==> config.mk <==
export PLATFORM = sky130hd
export DESIGN_NAME = hash_req_arbiter
export DESIGN_NICKNAME = d
export VERILOG_FILES = /design/src/rtl/hash_req_arbiter.sv
export SDC_FILE = /design/constraint.sdc
export NUM_CORES = 1
export LEC_CHECK = 0
export CAP_MARGIN = 20
export CORE_MARGIN = 2
export CORE_UTILIZATION = 30
export CTS_CLUSTER_DIAMETER = 30
export DETAILED_ROUTE_END_ITERATION = 8
export MAX_ROUTING_LAYER = met4
export SKIP_LAST_GASP = 1
export SYNTH_ARGS = -nofsm -noshare
export SYNTH_HDL_FRONTEND = slang
export SYNTH_SLANG_ARGS = --single-unit
==> constraint.sdc <==
create_clock -name clk -period 6.4 [get_ports clk]
set_clock_uncertainty 0.1 [all_clocks]
set_input_delay 1.28 -clock clk [delete_from_list [all_inputs] [get_ports clk]]
set_output_delay 1.28 -clock clk [all_outputs]
set_load 0.02 [all_outputs]
==> src/rtl/hash_req_arbiter.sv <==
// Round-robin front-end sharing one hash core among N_REQ byte-stream requesters.
// One requester is granted per message; its length and bytes go to the core, and
// the digest comes back tagged with the requester index.
module hash_req_arbiter #(
  parameter int unsigned N_REQ = 4,
  parameter int unsigned ID_W  = 2
) (
  input  logic                 clk,
  input  logic                 rst_n,
  input  logic [N_REQ-1:0]     req_valid,
  input  logic [N_REQ*64-1:0]  req_len,
  output logic [N_REQ-1:0]     req_ack,
  input  logic [N_REQ*8-1:0]   s_data,
  input  logic [N_REQ-1:0]     s_valid,
  output logic [N_REQ-1:0]     s_ready,
  output logic                 rsp_valid,
  output logic [ID_W-1:0]      rsp_id,
  output logic [31:0]          rsp_digest,
  output logic                 busy,
  output logic                 core_m_valid,
  output logic [63:0]          core_c_in,
  output logic [7:0]           core_m,
  input  logic                 core_hash_ready,
  input  logic [31:0]          core_digest
);

  localparam int unsigned LEN_W = 64;
  localparam int unsigned DIG_W = 32;

  typedef enum logic [1:0] {
    ST_IDLE   = 2'd0,
    ST_STREAM = 2'd1,
    ST_WAIT   = 2'd2
  } state_e;

  state_e             state_q, state_d;
  logic [ID_W-1:0]    gnt_q, gnt_d;
  logic [ID_W-1:0]    prio_q, prio_d;
  logic [LEN_W-1:0]   rem_q, rem_d;
  logic [LEN_W-1:0]   len_q, len_d;
  logic [N_REQ-1:0]   ack_q, ack_d;
  logic               rsp_valid_q, rsp_valid_d;
  logic [ID_W-1:0]    rsp_id_q, rsp_id_d;
  logic [DIG_W-1:0]   rsp_dig_q, rsp_dig_d;
  logic               busy_q, busy_d;

  logic [LEN_W-1:0]   len_arr  [N_REQ];
  logic [7:0]         data_arr [N_REQ];

  logic               pick_found;
  logic [ID_W-1:0]    pick_idx;
  int unsigned        cand;
  logic [ID_W-1:0]    cand_id;
  logic               streaming;

  // Unpack the flat per-requester buses.
  for (genvar i = 0; i < N_REQ; i++) begin : g_unpack
    assign len_arr[i]  = req_len[LEN_W*i +: LEN_W];
    assign data_arr[i] = s_data[8*i +: 8];
  end

  // First pending requester at or after prio, wrapping.
  always_comb begin
    pick_found = 1'b0;
    pick_idx   = '0;
    cand       = 0;
    cand_id    = '0;
    for (int unsigned k = 0; k < N_REQ; k++) begin
      cand    = (32'(prio_q) + k) % N_REQ;
      cand_id = ID_W'(cand);
      if (!pick_found && req_valid[cand_id]) begin
        pick_found = 1'b1;
        pick_idx   = cand_id;
      end
    end
  end

  // Byte-path handshake and core drive; zero-length messages send one dummy init beat.
  always_comb begin
    streaming    = (state_q == ST_STREAM);
    s_ready      = '0;
    core_m_valid = 1'b0;
    core_m       = 8'h00;
    if (streaming) begin
      if (rem_q != '0) begin
        s_ready[gnt_q] = 1'b1;
        core_m_valid   = s_valid[gnt_q];
        core_m         = data_arr[gnt_q];
      end else begin
        core_m_valid   = 1'b1;
      end
    end
  end

  // Next-state and registered-output logic.
  always_comb begin
    state_d     = state_q;
    gnt_d       = gnt_q;
    prio_d      = prio_q;
    rem_d       = rem_q;
    len_d       = len_q;
    ack_d       = '0;
    rsp_valid_d = 1'b0;
    rsp_id_d    = rsp_id_q;
    rsp_dig_d   = rsp_dig_q;
    unique case (state_q)
      ST_IDLE: begin
        if (pick_found) begin
          gnt_d           = pick_idx;
          rem_d           = len_arr[pick_idx];
          len_d           = len_arr[pick_idx];
          ack_d[pick_idx] = 1'b1;
          state_d         = ST_STREAM;
        end
      end
      ST_STREAM: begin
        if (rem_q == '0) begin
          state_d = ST_WAIT;
        end else if (s_valid[gnt_q]) begin
          rem_d = rem_q - LEN_W'(1);
          if (rem_q == LEN_W'(1)) state_d = ST_WAIT;
        end
      end
      ST_WAIT: begin
        if (core_hash_ready) begin
          rsp_valid_d = 1'b1;
          rsp_id_d    = gnt_q;
          rsp_dig_d   = core_digest;
          prio_d      = (gnt_q == ID_W'(N_REQ - 1)) ? '0 : gnt_q + ID_W'(1);
          state_d     = ST_IDLE;
        end
      end
      default: state_d = ST_IDLE;
    endcase
    busy_d = (state_d != ST_IDLE);
  end

  // State and output registers.
  always_ff @(posedge clk or negedge rst_n) begin
    if (!rst_n) begin
      state_q     <= ST_IDLE;
      gnt_q       <= '0;
      prio_q      <= '0;
      rem_q       <= '0;
      len_q       <= '0;
      ack_q       <= '0;
      rsp_valid_q <= 1'b0;
      rsp_id_q    <= '0;
      rsp_dig_q   <= '0;
      busy_q      <= 1'b0;
    end else begin
      state_q     <= state_d;
      gnt_q       <= gnt_d;
      prio_q      <= prio_d;
      rem_q       <= rem_d;
      len_q       <= len_d;
      ack_q       <= ack_d;
      rsp_valid_q <= rsp_valid_d;
      rsp_id_q    <= rsp_id_d;
      rsp_dig_q   <= rsp_dig_d;
      busy_q      <= busy_d;
    end
  end

  assign req_ack    = ack_q;
  assign rsp_valid  = rsp_valid_q;
  assign rsp_id     = rsp_id_q;
  assign rsp_digest = rsp_dig_q;
  assign busy       = busy_q;
  assign core_c_in  = len_q;

endmodule

==> metrics.txt, run 1 <==
status=finished, final reports clean; Ys Warns=0; post-synthesis area per instance=8.09 sq um; Ant. Diodes=0; initial core utilization=30.3%; Reg-to-Reg Start=rem_q[36]; Hold Path Cell Cnt=2; clock sinks=about 170; routed vias=approximately 12000; Final Util=45.7%; RR Endpoint=rem_q[34]; pins over their slew limit=0; Netlist cell types=81; count of final hold-check violations=0; Cell Area, Synth=10700 sq um; Core Box Area=about 35000 sq um; clk slew on worst S/H paths=~0.070 ns; flop2flop setup slack=2.32 ns; die boundary height=193 um; Synth Area in Simple Gates=27.4%; Row Count=between 60 and 70; Root Driver=clkbuf_16; DR pass1 iterations=6; number of fill cells in the layout=approximately 3500; WS Path Type=flop to primary output; max_cap viols=0; ys flop type=dfrtp_1; P_leak=6.83 nW; largest net degree at the start of global routing=86; Mapped Cells=1326; Tmin final=5.25 ns; FF/Latch Area=between 4000 and 5000 sq um; maximum fanout along the worst path=12; Worst EP required=5.02 ns; TNS Setup=0 ns; grt ovf=0; Setup crit end kind=primary output; Post-synth EDFFs=0; commonest non-fill, non-tap cells in the layout=446 x clkdlybuf4s50_1, 358 x nand2_1, 174 x dfrtp_1; initial DRC count=760; hold slack=0.372 ns; die area=roughly 37000 sq um; Yosys reg bits=174; Final period util=between 80% and 90%; clk_lat worst skew=0.44 ns; Final setup viols=0; post-synthesis adder-cell area fraction=0.700%; startpoint types=flop; area delta synth->final=50.9%; total CTS buffers=17; Worst R2R Path Depth=8; Slew @ Worst Pin=1.03 ns; post_cts resized=0; fin nets=between 2000 and 2500; IO Pins=448; post-layout power=4.09 mW; mux cell area share after synthesis=7.98%; global-route wire length before repair=68700 um; Synth area leader=dfrtp_1; CP Data Arrival Time=just under 4 ns; Achievable Freq=0.191 GHz; DP HPWL=around 35000 um; DR DRC count=0; Multi-input gate area=around 5900 sq um; largest family of logic cells by synthesized area=simple AND/OR/NAND/NOR gates; Total Routed Length=46400 um; clk buf depth=2; xor/xnor share of the synthesized area=0.163%; DR vias/cell=5.31; Synth Net Count=1663; Seq/Total Area, Yosys=40.6%; CTS tree=yes; Async S/R FF share, synth=100%; share of layout cells above drive strength 1=under 10%; RD Place Congestion=0.959; IO Port Bufs=between 400 and 500; Worst Hold End=core_c_in[40]; most common cell after layout, fill and taps aside=clkdlybuf4s50_1; number of global-route vias before repair=around 11000; CTS Hold Bufs=0; initial antenna violation count=0; RSZ-0062 raised after global routing=no; HP Class=flop to flop; Avg WL per Cell=21.3 um; Hold Startpoint=core_c_in[40]; Compound-Gate Fraction of Synth Area=between 10% and 20%; # Post-CTS Setup Buffers=0; worst rel slew slack=31.0%; Synth area leaders=dfrtp_1 41%, nand2_1 13%, mux2i_1 5.0%; CTS HTree Levels=4; Tot GR Track Use=25.1%; Die W=193 um; Synth top area share=40.6%; Max IR drop VDD=0.176 mV; pwr dens=253 nW/um^2; Detail Route Antenna Nets=0
## synthesized netlist by cell type, drive strengths merged (17+ instances only)
cell,count
nor4,19
nor2,70
clkbuf,74
buf,29
or4,17
nand2,359
dfrtp,174
a21oi,69
nor3,54
mux2i,54
nand3,58
o21ai,108
## per-stage QoR
stage | std cells | area [sq um] | setup WS (ns)
CTS | 2183 | 16200 | 1.16
global route | 2184 | 16200 | 1.03
floorplan | 1326 | 10700 | 2.20
global placement | 2151 | 15600 | 1.66
finish | 2184 | 16200 | 1.15
detailed placement | 2152 | 15600 | 1.61
## worst max path at each step
stage | from | endpoint | slack [ns] | depth (start not counted)
after floorplan | rem_q[6] | core_m[1] | 2.20 | 8
final | rem_q[36] | core_m[0] | 1.15 | 7
after CTS | rem_q[36] | core_m[0] | 1.16 | 7
after detailed placement | rem_q[36] | core_m[0] | 1.61 | 7
after global routing | rem_q[36] | core_m[0] | 1.03 | 7
after global placement | rem_q[36] | core_m[0] | 1.66 | 7
## layout make-up
cell class	count	share of cell area (%)
inverters	16	0.371
repair buffers	469	28.8
clock inverters	13	1.10
flip-flops and latches	174	26.9
multi-input cells	1033	36.6
well taps	461	3.56
clock buffers	18	2.65
## layer usage
metal / up-vias / GRT usage (%) / part of all wire (%)
li1: 5488 / - / -
met1: 5604 / 30.1 / 42
met2: 457 / 44.1 / 50
met3: 46 / 3.64 / 6.1
met4: 0 / 6.44 / 2.2
met5: - / - / 0
## worst max-delay path, stage by stage (launching register included)
cell and delay (ns):
dfrtp_1 0.45, or4_1 0.70, nor4_2 0.49, or4b_1 0.63, o21ai_1 0.28, buf_4 0.25, nor2b_1 0.07, clkdlybuf4s50_1 0.56
## sequential cells by signal, indices dropped and copies added, names as in the netlist
name,count
busy,1
core_c_in,64
gnt_q,2
prio_q,2
rem_q,64
req_ack,4
rsp_digest,32
rsp_id,2
rsp_valid,1
state_q,2
## power by group
| part | switching [mW] | internal, mW | total [mW] |
|---|---|---|---|
| combinational | 0.727 | 0.666 | 1.39 |
| clock | 0.494 | 0.624 | 1.12 |
| sequential | 0.248 | 1.34 | 1.58 |
## logic make-up after synthesis
group / Yosys count
buf+inv: 119
mux: 73
compound gates: 306
fa+ha+maj: 6
flops: 174
xor+xnor: 2
simple gates: 646
No activity file was read; power rests on OpenSTA's default activity.
==> run 2: changes to the inputs <==
==> constraint.sdc (replaced) <==
create_clock -name clk -period 5.4 [get_ports clk]
set_clock_uncertainty 0.1 [all_clocks]
set_input_delay 1.08 -clock clk [delete_from_list [all_inputs] [get_ports clk]]
set_output_delay 1.08 -clock clk [all_outputs]
set_load 0.02 [all_outputs]
==> metrics.txt, run 2 (same netlist as run 1, synthesis figures left out) <==
status=finished, final reports clean; number of fill cells in the layout=approximately 3500; # Post-CTS Setup Buffers=0; maximum fanout along the worst path=12; initial core utilization=30.3%; Core Box Area=35400 sq um; DR pass1 iterations=6; global-route wire length before repair=just under 70000 um; CP Data Arrival Time=roughly 3.8 ns; Reg-to-Reg Start=rem_q[36]; Finished Cell Area=16300 sq um; initial DRC count=797; Tot GR Track Use=about a quarter; clk_lat worst skew=0.43 ns; DP HPWL=~35000 um; pins over their slew limit=0; max_cap viols=0; HP Class=flop to flop; CTS tree=yes; CTS Hold Bufs=0; largest net degree at the start of global routing=94; grt ovf=0; Achievable Freq=0.199 GHz; die area=37300 sq um; routed vias=about 12000; Max IR drop VDD=0.223 mV; Total Routed Length=between 40000 and 50000 um; fin nets=2058; DR vias/cell=5.26; share of layout cells above drive strength 1=6.81%; Worst EP required=around 4.2 ns; Ant. Diodes=0; Detail Route Antenna Nets=0; worst rel slew slack=23.5%; RSZ-0062 raised after global routing=no; startpoint types=flop; clk slew on worst S/H paths=approximately 0.08 ns; P_leak=roughly 7 nW; Final setup viols=0; Avg WL per Cell=between 20 and 25 um; commonest non-fill, non-tap cells in the layout=446 x clkdlybuf4s50_1, 358 x nand2_1, 174 x dfrtp_1; clock sinks=174; crit path to=core_m[0]; RD Place Congestion=0.960; IO Pins=between 400 and 500; flop2flop setup slack=approximately 1.3 ns; Slew @ Worst Pin=roughly 1.1 ns; die boundary height=193 um; total CTS buffers=17; Die W=between 150 and 200 um; post_cts resized=0; RR Endpoint=rem_q[34]; WS Path Type=flop to primary output; DR DRC count=0; CTS HTree Levels=4; Root Driver=clkbuf_16; hold slack=0.373 ns; most common cell after layout, fill and taps aside=clkdlybuf4s50_1; IO Port Bufs=447; Tmin final=5.01 ns; Final period util=about 93%; Placement Cell Area=15700 sq um; Setup crit end kind=primary output; count of final hold-check violations=0; Row Count=69; initial antenna violation count=0; TNS Setup=0 ns; area delta synth->final=51.5%; clk buf depth=2; number of global-route vias before repair=11500; Worst setup startpoint=rem_q[36]; pwr dens=294 nW/um^2; Worst R2R Path Depth=7
[run 2: cell count changes in the layout (fill, tap and decap cells not counted)]
| cell | change |
|---|---|
| buf_4 | +9 |
| clkbuf_8 | +1 |
| clkinv_2 | +1 |
| inv_6 | -3 |
| bufinv_16 | -2 |
| inv_8 | +1 |
| clkinvlp_4 | +2 |
| clkinv_4 | +1 |
| buf_16 | +1 |
[run 2: final cells by class]
cell class	count	area, sq um	area share (%)
Clock buffer	19	443	2.73
Clock inverter	13	131	0.808
Inverter	16	60.1	0.370
Multi-Input combinational cell	1033	5920	36.4
Sequential cell	174	4350	26.8
Tap cell	461	577	3.55
Timing Repair Buffer	479	4760	29.3
[run 2: report_power, final]
group	switching [mW]	total (mW)	internal, mW	leakage (nW)
Combinational	0.873	1.68	0.802	4.41
Sequential	0.279	1.86	1.58	2.18
Clock	0.584	1.24	0.660	0.270
[run 2: stage by stage]
step | std cells | util [%] | total power, mW | setup slack [ns]
floorplan | 1326 | - | 2.71 | 1.40
detailed placement | 2162 | 44.2 | 3.56 | 0.885
global placement | 2161 | 44.2 | 3.54 | 0.955
finish | 2195 | 45.9 | 4.78 | 0.385
CTS | 2194 | 45.8 | 4.82 | 0.400
global route | 2195 | 45.9 | 5.07 | 0.239
[run 2: metal layers]
layer | vias up | routed length [um] | global-route usage [%]
met3 | 69 | 2910 | 3.78
met1 | 5494 | 18900 | 29.9
met4 | 0 | 1540 | 8.57
met2 | 481 | 22800 | 43.1
li1 | 5507 | - | -
met5 | - | 0 | -
[run 2: worst min-delay path by stage]
stage,depth (start not counted),slack (ns),end,from
final,2,0.37,core_c_in[40],core_c_in[40]
after global routing,2,0.38,rsp_digest[2],rsp_digest[2]
after CTS,2,0.38,core_c_in[40],core_c_in[40]
after detailed placement,2,0.36,core_c_in[40],core_c_in[40]
after global placement,2,0.35,core_c_in[40],core_c_in[40]
after floorplan,1,0.36,rem_q[52],rem_q[52]
[run 2: worst max-delay path, cell delays in order (launching register included)]
cell and delay (ns):
dfrtp_1 0.46, or4_1 0.71, nor4_2 0.49, or4b_1 0.63
o21ai_1 0.22, buf_4 0.25, nor2b_1 0.07, clkdlybuf4s50_1 0.56
==> run 3: changes to the inputs <==
--- a/config.mk
+++ b/config.mk
@@ -5,6 +5,7 @@
 export SDC_FILE = /design/constraint.sdc
 export NUM_CORES = 1
 export LEC_CHECK = 0
+export ABC_CLOCK_PERIOD_IN_PS = 5400
 export CAP_MARGIN = 20
 export CORE_MARGIN = 2
 export CORE_UTILIZATION = 30
==> results of run 3 <==
Final layout, timing and power as in run 2 (identical DEF).
